### src/rtl/arq_pkg.sv
// Shared constants and types for the eight-entry register bank and its scan sequencer.
package arq_pkg;

  localparam int NUM_REGS = 8;
  localparam int SEL_W    = 3;
  localparam int WORD_W   = 16;

  localparam logic [SEL_W-1:0] LAST_SEL = SEL_W'(NUM_REGS - 1);

  typedef logic [WORD_W-1:0] word_t;

  typedef enum logic [1:0] {
    IDLE = 2'd0,
    SCAN = 2'd1,
    DONE = 2'd2
  } scan_state_t;

endpackage

### src/rtl/reg_bank_scan_8x16_scan_seq.sv
// Scan sequencer: walks sel through every bank entry after a start pulse,
// then emits a one-cycle done. All outputs come straight from flops.
module reg_bank_scan_8x16_scan_seq
  import arq_pkg::*;
(
  input  logic             clk,
  input  logic             rst,
  input  logic             start,
  output logic [SEL_W-1:0] sel,
  output logic             scan_vld,
  output logic             busy,
  output logic             done
);

  scan_state_t      state_q, state_nxt;
  logic [SEL_W-1:0] sel_q, sel_nxt;
  logic             vld_q, busy_q, done_q;

  always_ff @(posedge clk or posedge rst) begin
    if (rst) begin
      state_q <= IDLE;
      sel_q   <= '0;
      vld_q   <= 1'b0;
      busy_q  <= 1'b0;
      done_q  <= 1'b0;
    end else begin
      state_q <= state_nxt;
      sel_q   <= sel_nxt;
      vld_q   <= (state_nxt == SCAN);
      busy_q  <= (state_nxt == SCAN);
      done_q  <= (state_nxt == DONE);
    end
  end

  // start is only honoured in IDLE; it never restarts or stretches a scan
  always_comb begin
    state_nxt = state_q;
    sel_nxt   = sel_q;
    case (state_q)
      IDLE: begin
        sel_nxt = '0;
        if (start) state_nxt = SCAN;
      end
      SCAN: begin
        if (sel_q == LAST_SEL) begin
          state_nxt = DONE;
          sel_nxt   = '0;
        end else begin
          sel_nxt = sel_q + SEL_W'(1);
        end
      end
      DONE: begin
        state_nxt = IDLE;
        sel_nxt   = '0;
      end
      default: begin
        state_nxt = IDLE;
        sel_nxt   = '0;
      end
    endcase
  end

  assign sel      = sel_q;
  assign scan_vld = vld_q;
  assign busy     = busy_q;
  assign done     = done_q;

endmodule

### src/rtl/reg_bank_scan_8x16.sv
// Eight-entry register bank feeding an 8:1 selector, with a built-in scan sequencer.
// Build option REG_BANK_ZERO_R0_EN hardwires entry 0 to zero and drops writes to it.
module reg_bank_scan_8x16
  import arq_pkg::*;
#(
  parameter int               WIDTH     = 16,
  parameter logic [WIDTH-1:0] RESET_VAL = '0
) (
  input  logic             clk,
  input  logic             rst,
  input  logic             we,
  input  logic [2:0]       waddr,
  input  logic [WIDTH-1:0] wdata,
  input  logic             start,
  output logic [WIDTH-1:0] q0,
  output logic [WIDTH-1:0] q1,
  output logic [WIDTH-1:0] q2,
  output logic [WIDTH-1:0] q3,
  output logic [WIDTH-1:0] q4,
  output logic [WIDTH-1:0] q5,
  output logic [WIDTH-1:0] q6,
  output logic [WIDTH-1:0] q7,
  output logic [2:0]       sel,
  output logic             scan_vld,
  output logic             busy,
  output logic             done
);

`ifdef REG_BANK_ZERO_R0_EN
  localparam bit R0_ZERO = 1'b1;
`else
  localparam bit R0_ZERO = 1'b0;
`endif

  // Writes land in every sequencer state; a write to the entry being scanned
  // shows up only from the following cycle.
  for (genvar i = 0; i < NUM_REGS; i++) begin : g_reg
    logic [WIDTH-1:0] r_q;
    if (R0_ZERO && (i == 0)) begin : g_zero
      assign r_q = '0;
    end else begin : g_live
      always_ff @(posedge clk or posedge rst) begin
        if (rst) begin
          r_q <= RESET_VAL;
        end else if (we && (waddr == SEL_W'(i))) begin
          r_q <= wdata;
        end
      end
    end
  end

  assign q0 = g_reg[0].r_q;
  assign q1 = g_reg[1].r_q;
  assign q2 = g_reg[2].r_q;
  assign q3 = g_reg[3].r_q;
  assign q4 = g_reg[4].r_q;
  assign q5 = g_reg[5].r_q;
  assign q6 = g_reg[6].r_q;
  assign q7 = g_reg[7].r_q;

  reg_bank_scan_8x16_scan_seq u_scan_seq (
    .clk      (clk),
    .rst      (rst),
    .start    (start),
    .sel      (sel),
    .scan_vld (scan_vld),
    .busy     (busy),
    .done     (done)
  );

endmodule
### config.mk
export PLATFORM = sky130hd
export DESIGN_NAME = reg_bank_scan_8x16
export DESIGN_NICKNAME = d
export VERILOG_FILES = /design/src/rtl/arq_pkg.sv /design/src/rtl/reg_bank_scan_8x16_scan_seq.sv /design/src/rtl/reg_bank_scan_8x16.sv
export SDC_FILE = /design/constraint.sdc
export NUM_CORES = 1
export LEC_CHECK = 0
export CORE_AREA = 2 2 109 111
export DETAILED_ROUTE_END_ITERATION = 8
export DIE_AREA = 0 0 111 113
export GPL_ROUTABILITY_DRIVEN = 0
export PLACE_DENSITY = 0.78
export SLEW_MARGIN = 25
export SYNTH_ARGS = -nofsm -noshare
export SYNTH_HDL_FRONTEND = slang
export SYNTH_SLANG_ARGS = --single-unit
### constraint.sdc
create_clock -name clk -period 6.05 [get_ports clk]
set_input_delay 1.5125 -clock clk [delete_from_list [all_inputs] [get_ports clk]]
set_output_delay 1.5125 -clock clk [all_outputs]
set_load 0.01 [all_outputs]
==> results of run 1 <==
state kept, by name (all words and copies together), names as in the netlist, 2 cells and up:
| register | flops |
|---|---|
| q0 | 16 |
| q1 | 16 |
| q2 | 16 |
| q3 | 16 |
| q4 | 16 |
| q5 | 16 |
| q6 | 16 |
| q7 | 16 |
| u_scan_seq.sel | 3 |
| u_scan_seq.state_q | 2 |
layer usage:
metal	part of all wire	GRT usage	vias up
met2	0.48	0.319	114
met5	0	0	-
met3	0.090	0.0948	7
li1	-	-	1403
met1	0.42	0.255	1661
met4	0.0075	0.0525	0
cells in the final DEF (no fill, tap or decap), types with 4 or more instances in the layout:
cell             instances
and2_1                   4
clkdlybuf4s50_1        156
mux2_4                  10
clkbuf_16               17
mux2_2                 118
bufinv_16                4
inv_6                    4
dfrtp_1                135
area by class of cell:
| class | instances | area [sq um] |
|---|---|---|
| clock buffer | 19 | 443 |
| clock inverter | 13 | 195 |
| fill | 823 | 3740 |
| inverter | 1 | 8.76 |
| multi-input combinational | 147 | 1710 |
| sequential | 135 | 3380 |
| tap | 143 | 179 |
| timing repair buffer | 161 | 1620 |
through the flow:
| stage | setup slack [ps] | area (sq um) |
|---|---|---|
| 2_1_floorplan | 926 | 5190 |
| 3_3_place_gp | 2250 | 6860 |
| 3_5_place_dp | 2300 | 6870 |
| 4_1_cts | 2730 | 7500 |
| 5_1_grt | 2630 | 7530 |
| 6_report | 2710 | 7530 |
worst paths after layout:
path	startpoint	endpoint
worst max-delay path	waddr[2]	q5[3]
worst min-delay path	u_scan_seq.state_q[1]	u_scan_seq.scan_vld
worst max register to register	u_scan_seq.sel[0]	u_scan_seq.state_q[0]
worst min register to register	u_scan_seq.state_q[1]	u_scan_seq.scan_vld
max in group asynchronous	rst	q2[9]
min in group asynchronous	rst	q3[1]
power groups by stage:
stage	combinational (W)	sequential, W	clock (W)
final	0.000822	0.00123	0.00110
after global routing	0.000875	0.00125	0.00116
after CTS	0.000831	0.00123	0.00112
after detailed placement	0.000827	0.00124	0
after global placement	0.000808	0.00123	0
after floorplan	0.000234	0.00132	0
cell families after synthesis:
logic type | count (synthesis) | synth area share
muxes | 128 | 0.285
DFF | 135 | 0.651
adders and majority gates | 2 | 0.00482
buffers and inverters | 17 | 0.0256
AOI/OAI and AO/OA | 2 | 0.00289
and+or+nand+nor | 15 | 0.0302
==> flow_summary.json, run 1 <==
{
  "pwr-share-comb": 0.261,
  "fmax_mhz": 299,
  "path_depth": 3,
  "path_max_fanout": 16,
  "initial_core_util": 0.460,
  "worstSetupEndpointType": "register",
  "vdd_drop_max_uv": 221,
  "synth.area.top_cells": "dfrtp_1 (65%), mux2_2 (26%), mux2_4 (2.9%)",
  "tns_ps": 0,
  "power_density_nw_per_um2": 418,
  "maxSlewViolCount": 0,
  "ant_nets": 0,
  "grt_setup_unrepaired": "false",
  "power.internal_w": 0.00234,
  "min_period_ps": 3340,
  "dp_hpwl_um": 8160,
  "startpoint_type": "input pin",
  "reg2reg_slack_ps": 4890,
  "synth_most_common_cell": "dfrtp_1",
  "die_w_um": 111,
  "wl_um": 12100,
  "cts-root-buf": "clkbuf_16",
  "numCtsBuffers": 17,
  "grt_max_degree": 106,
  "dieArea_sq_um": 12500,
  "yosysWarnings": 0,
  "first_global_vias": 3426,
  "fin_util": 0.668,
  "power_frac_clock": 0.349,
  "viasPerCell": 5.15,
  "status": "completed",
  "yosysTopAreaCell": "dfrtp_1",
  "leakage_nw": 3.23,
  "nets": 488,
  "drive_above_1_share": 0.363,
  "timing.final.crit_share": 0.552,
  "max_stage_delay_ps": 780,
  "clk_latency_ps": 410,
  "cts.clk_slew.worst_paths_ps": 60,
  "diodes": 0,
  "pwr-share-seq": 0.390,
  "post_cts_resized": 0,
  "postCtsHoldBufs": 0,
  "drtIter0Drc": 76,
  "firstDrtPassIters": 3,
  "crit_chain": "clkdlybuf4s50_1 > nand4b_2 > mux2_2",
  "syn_avg_cell_area_sq_um": 17.3,
  "drc_errors": 0,
  "syn_area_sq_um": 5190,
  "ctsHtreeMaxLevel": 4,
  "grt_remaining_overflow": 0,
  "die_y_um": 113,
  "hold_viol_final": 0,
  "ff2ff_path_depth": 3,
  "synthCells": 299,
  "clock-sinks": 135,
  "antenna_found_initial": 0,
  "dp_cells": 586,
  "synth_fp_nets": 324,
  "worstPathRequired_ps": 6340,
  "cp_num_buf_inv": 1,
  "yosysTopAreaCellShare": 0.651,
  "area_growth_syn_to_layout_pct": 45.2,
  "relSlewSlack": 0.436,
  "arrival_ps": 3630,
  "num_rows": 39,
  "cts_setup_buffers": 0,
  "cts_tree": "yes",
  "synth_edf_count": 0,
  "synth-main-ff-cell": "dfrtp_1",
  "skew_ps": 0.645,
  "worstHoldPathCells": 1,
  "synthDistinctLibCells": 19,
  "maxCapViolations": 0,
  "core-area_sq_um": 11300,
  "holdWs_ps": 458,
  "slowest_stage": "clkdlybuf4s50_1",
  "fin_cells": 619,
  "grt_usage": 0.202,
  "finalSetupViolations": 0,
  "cts.path.max_buffers": 2,
  "finalPower_w": 0.00315,
  "tightest_slew_ps": 843,
  "num_vias": 3185,
  "ys_seq_area_frac": 0.651,
  "numPortBuffers": 156,
  "ys_async_sr_fraction": 1.00,
  "p_sw_frac": 0.257,
  "routedWlPerCell_um": 19.6,
  "grt_pass1_wl_um": 19400,
  "ys_top_cells_by_count": "dfrtp_1 (135), mux2_2 (118), mux2_4 (10)",
  "holdCritPathClass": "reg -> reg",
  "switchingPower_w": 0.000810,
  "ioPinCount": 157,
  "cp_top_family": "buffers and inverters",
  "critPathKind": "in -> reg",
  "ys_ff_latch": 135
}
Power figures use the tool's default switching activity.
==> run 2, diff against run 1 <==
--- a/config.mk
+++ b/config.mk
@@ -5,11 +5,11 @@
 export SDC_FILE = /design/constraint.sdc
 export NUM_CORES = 1
 export LEC_CHECK = 0
-export CORE_AREA = 2 2 109 111
+export CORE_AREA = 2 2 115 117
 export DETAILED_ROUTE_END_ITERATION = 8
-export DIE_AREA = 0 0 111 113
+export DIE_AREA = 0 0 117 119
 export GPL_ROUTABILITY_DRIVEN = 0
-export PLACE_DENSITY = 0.78
+export PLACE_DENSITY = 0.74
 export SLEW_MARGIN = 25
 export SYNTH_ARGS = -nofsm -noshare
 export SYNTH_HDL_FRONTEND = slang
==> constraint.sdc (replaced) <==
create_clock -name clk -period 2.8 [get_ports clk]
set_input_delay 0.7 -clock clk [delete_from_list [all_inputs] [get_ports clk]]
set_output_delay 0.7 -clock clk [all_outputs]
set_load 0.01 [all_outputs]
==> run 2 against run 1 <==
Routed wire length up 2.0%; hold slack better by 5.9 ps; count of clock-buffer cells in the layout unchanged; via count up 0.16%; clock power up 66%; critical endpoint is now q3[6]; clock skew about the same; largest cell class unchanged; critical path type unchanged; register-to-register slack worse by 3300 ps; sequential power up 120%; worst setup slack worse by 2200 ps; critical path depth unchanged; final area down 0.71%.
==> flow_summary.json, run 2 (synthesis results as in run 1) <==
{
  "worstPathRequired_ps": 3090,
  "wl_um": 12400,
  "cts.path.max_buffers": 2,
  "max_stage_delay_ps": 770,
  "fin_util": 0.581,
  "multiInputGateArea_sq_um": 1710,
  "dieArea_sq_um": 13900,
  "relSlewSlack": 0.508,
  "timing.final.crit_share": 0.835,
  "crit_chain": "clkdlybuf4s50_1 > nand4b_2 > mux2_2",
  "clk_latency_ps": 410,
  "worstSetupEndpointType": "register",
  "drtIter0Drc": 131,
  "power_density_nw_per_um2": 836,
  "diodes": 0,
  "finalSetupViolations": 0,
  "final_common_cell": "clkdlybuf4s50_1",
  "nets": 496,
  "skew_ps": 1.04,
  "clock-sinks": 135,
  "arrival_ps": 2630,
  "cp_num_buf_inv": 1,
  "slowest_stage": "nand4b_2",
  "maxSlewViolCount": 0,
  "ctsHtreeMaxLevel": 4,
  "startpoint_type": "input pin",
  "cp_top_family": "simple AND/OR/NAND/NOR gates",
  "initial_core_util": 0.403,
  "post_cts_resized": 0,
  "area_growth_syn_to_layout_pct": 44.2,
  "grt_remaining_overflow": 0,
  "most-common-layout-cells": "clkdlybuf4s50_1 (156), dfrtp_1 (135), mux2_2 (118), clkbuf_16 (17)",
  "antenna_found_initial": 0,
  "die_y_um": 119,
  "ant_nets": 0,
  "cts.clk_slew.worst_paths_ps": 50,
  "firstDrtPassIters": 4,
  "first_global_vias": 3418,
  "tightest_slew_ps": 739,
  "hold_viol_final": 0,
  "num_vias": 3190,
  "numCtsBuffers": 17,
  "dp_hpwl_um": 8440,
  "numPortBuffers": 156,
  "postCtsHoldBufs": 0,
  "die_w_um": 117,
  "seqCellArea_sq_um": 3380,
  "drive_above_1_share": 0.364,
  "cts-root-buf": "clkbuf_16",
  "cts_tree": "yes",
  "tns_ps": 0,
  "grt_pass1_wl_um": 19200,
  "num_rows": 42,
  "grt_usage": 0.188,
  "core-area_sq_um": 12900,
  "fmax_mhz": 428,
  "holdCritPathClass": "reg -> reg",
  "routedWlPerCell_um": 18.9,
  "leakage_nw": 3.20,
  "cts_setup_buffers": 0,
  "path_max_fanout": 16,
  "status": "completed",
  "drc_errors": 0,
  "vdd_drop_max_uv": 477,
  "min_period_ps": 2340,
  "grt_setup_unrepaired": "false",
  "ioPinCount": 157,
  "grt_max_degree": 136,
  "viasPerCell": 4.88,
  "nFillCells": 1011,
  "maxCapViolations": 0,
  "critPathKind": "in -> reg"
}
run 2: report_power, final:
group	internal (W)	switching, W	leakage, nW
clock	0.00109	0.000740	0.235
sequential	0.00240	0.000249	1.62
combinational	0.00113	0.000651	1.34
total	0.00461	0.00164	3.20
run 2: area by class of cell:
| cell class | instances | area share |
|---|---|---|
| Clock buffer | 19 | 0.0579 |
| Clock inverter | 7 | 0.00502 |
| Inverter | 1 | 0.00100 |
| Multi-Input combinational cell | 147 | 0.228 |
| Sequential cell | 135 | 0.452 |
| Tap cell | 176 | 0.0294 |
| Timing Repair Buffer | 169 | 0.227 |
run 2: worst paths after layout:
path / start / endpoint / slack [ps] / cells past startpoint
hold reg to reg: u_scan_seq.state_q[1] / u_scan_seq.scan_vld / 460 / 1
setup / recovery: waddr[2] / q3[6] / 460 / 3
setup reg to reg: u_scan_seq.sel[0] / u_scan_seq.state_q[0] / 1620 / 3
hold / removal: u_scan_seq.state_q[1] / u_scan_seq.scan_vld / 460 / 1
min in group asynchronous: rst / q0[1] / 820 / 3
max in group asynchronous: rst / q6[0] / 1410 / 3
run 2: metrics by stage:
step	worst slack, ps	hold slack (ps)	total power [W]	instances	area [sq um]
finish	462	463	0.00625	654	7480
detailed placement	18.4	462	0.00448	628	7010
floorplan	421	428	0.00336	299	5190
global route	370	488	0.00657	654	7480
CTS	444	469	0.00634	654	7480
global placement	60.3	437	0.00441	628	7010
run 2: worst reg2reg max path: cells and delay by family (launching register included):
kind / cells / cell delay (ps)
DFF: 1 / 400
adders and majority gates: 2 / 450
AOI/OAI and AO/OA: 1 / 240
run 2: per-layer routing:
metal | wire length (um) | track usage
met2 | 5810 | 0.283
met3 | 1030 | 0.0860
met4 | 180 | 0.0640
met1 | 5340 | 0.241
met5 | 0 | 0
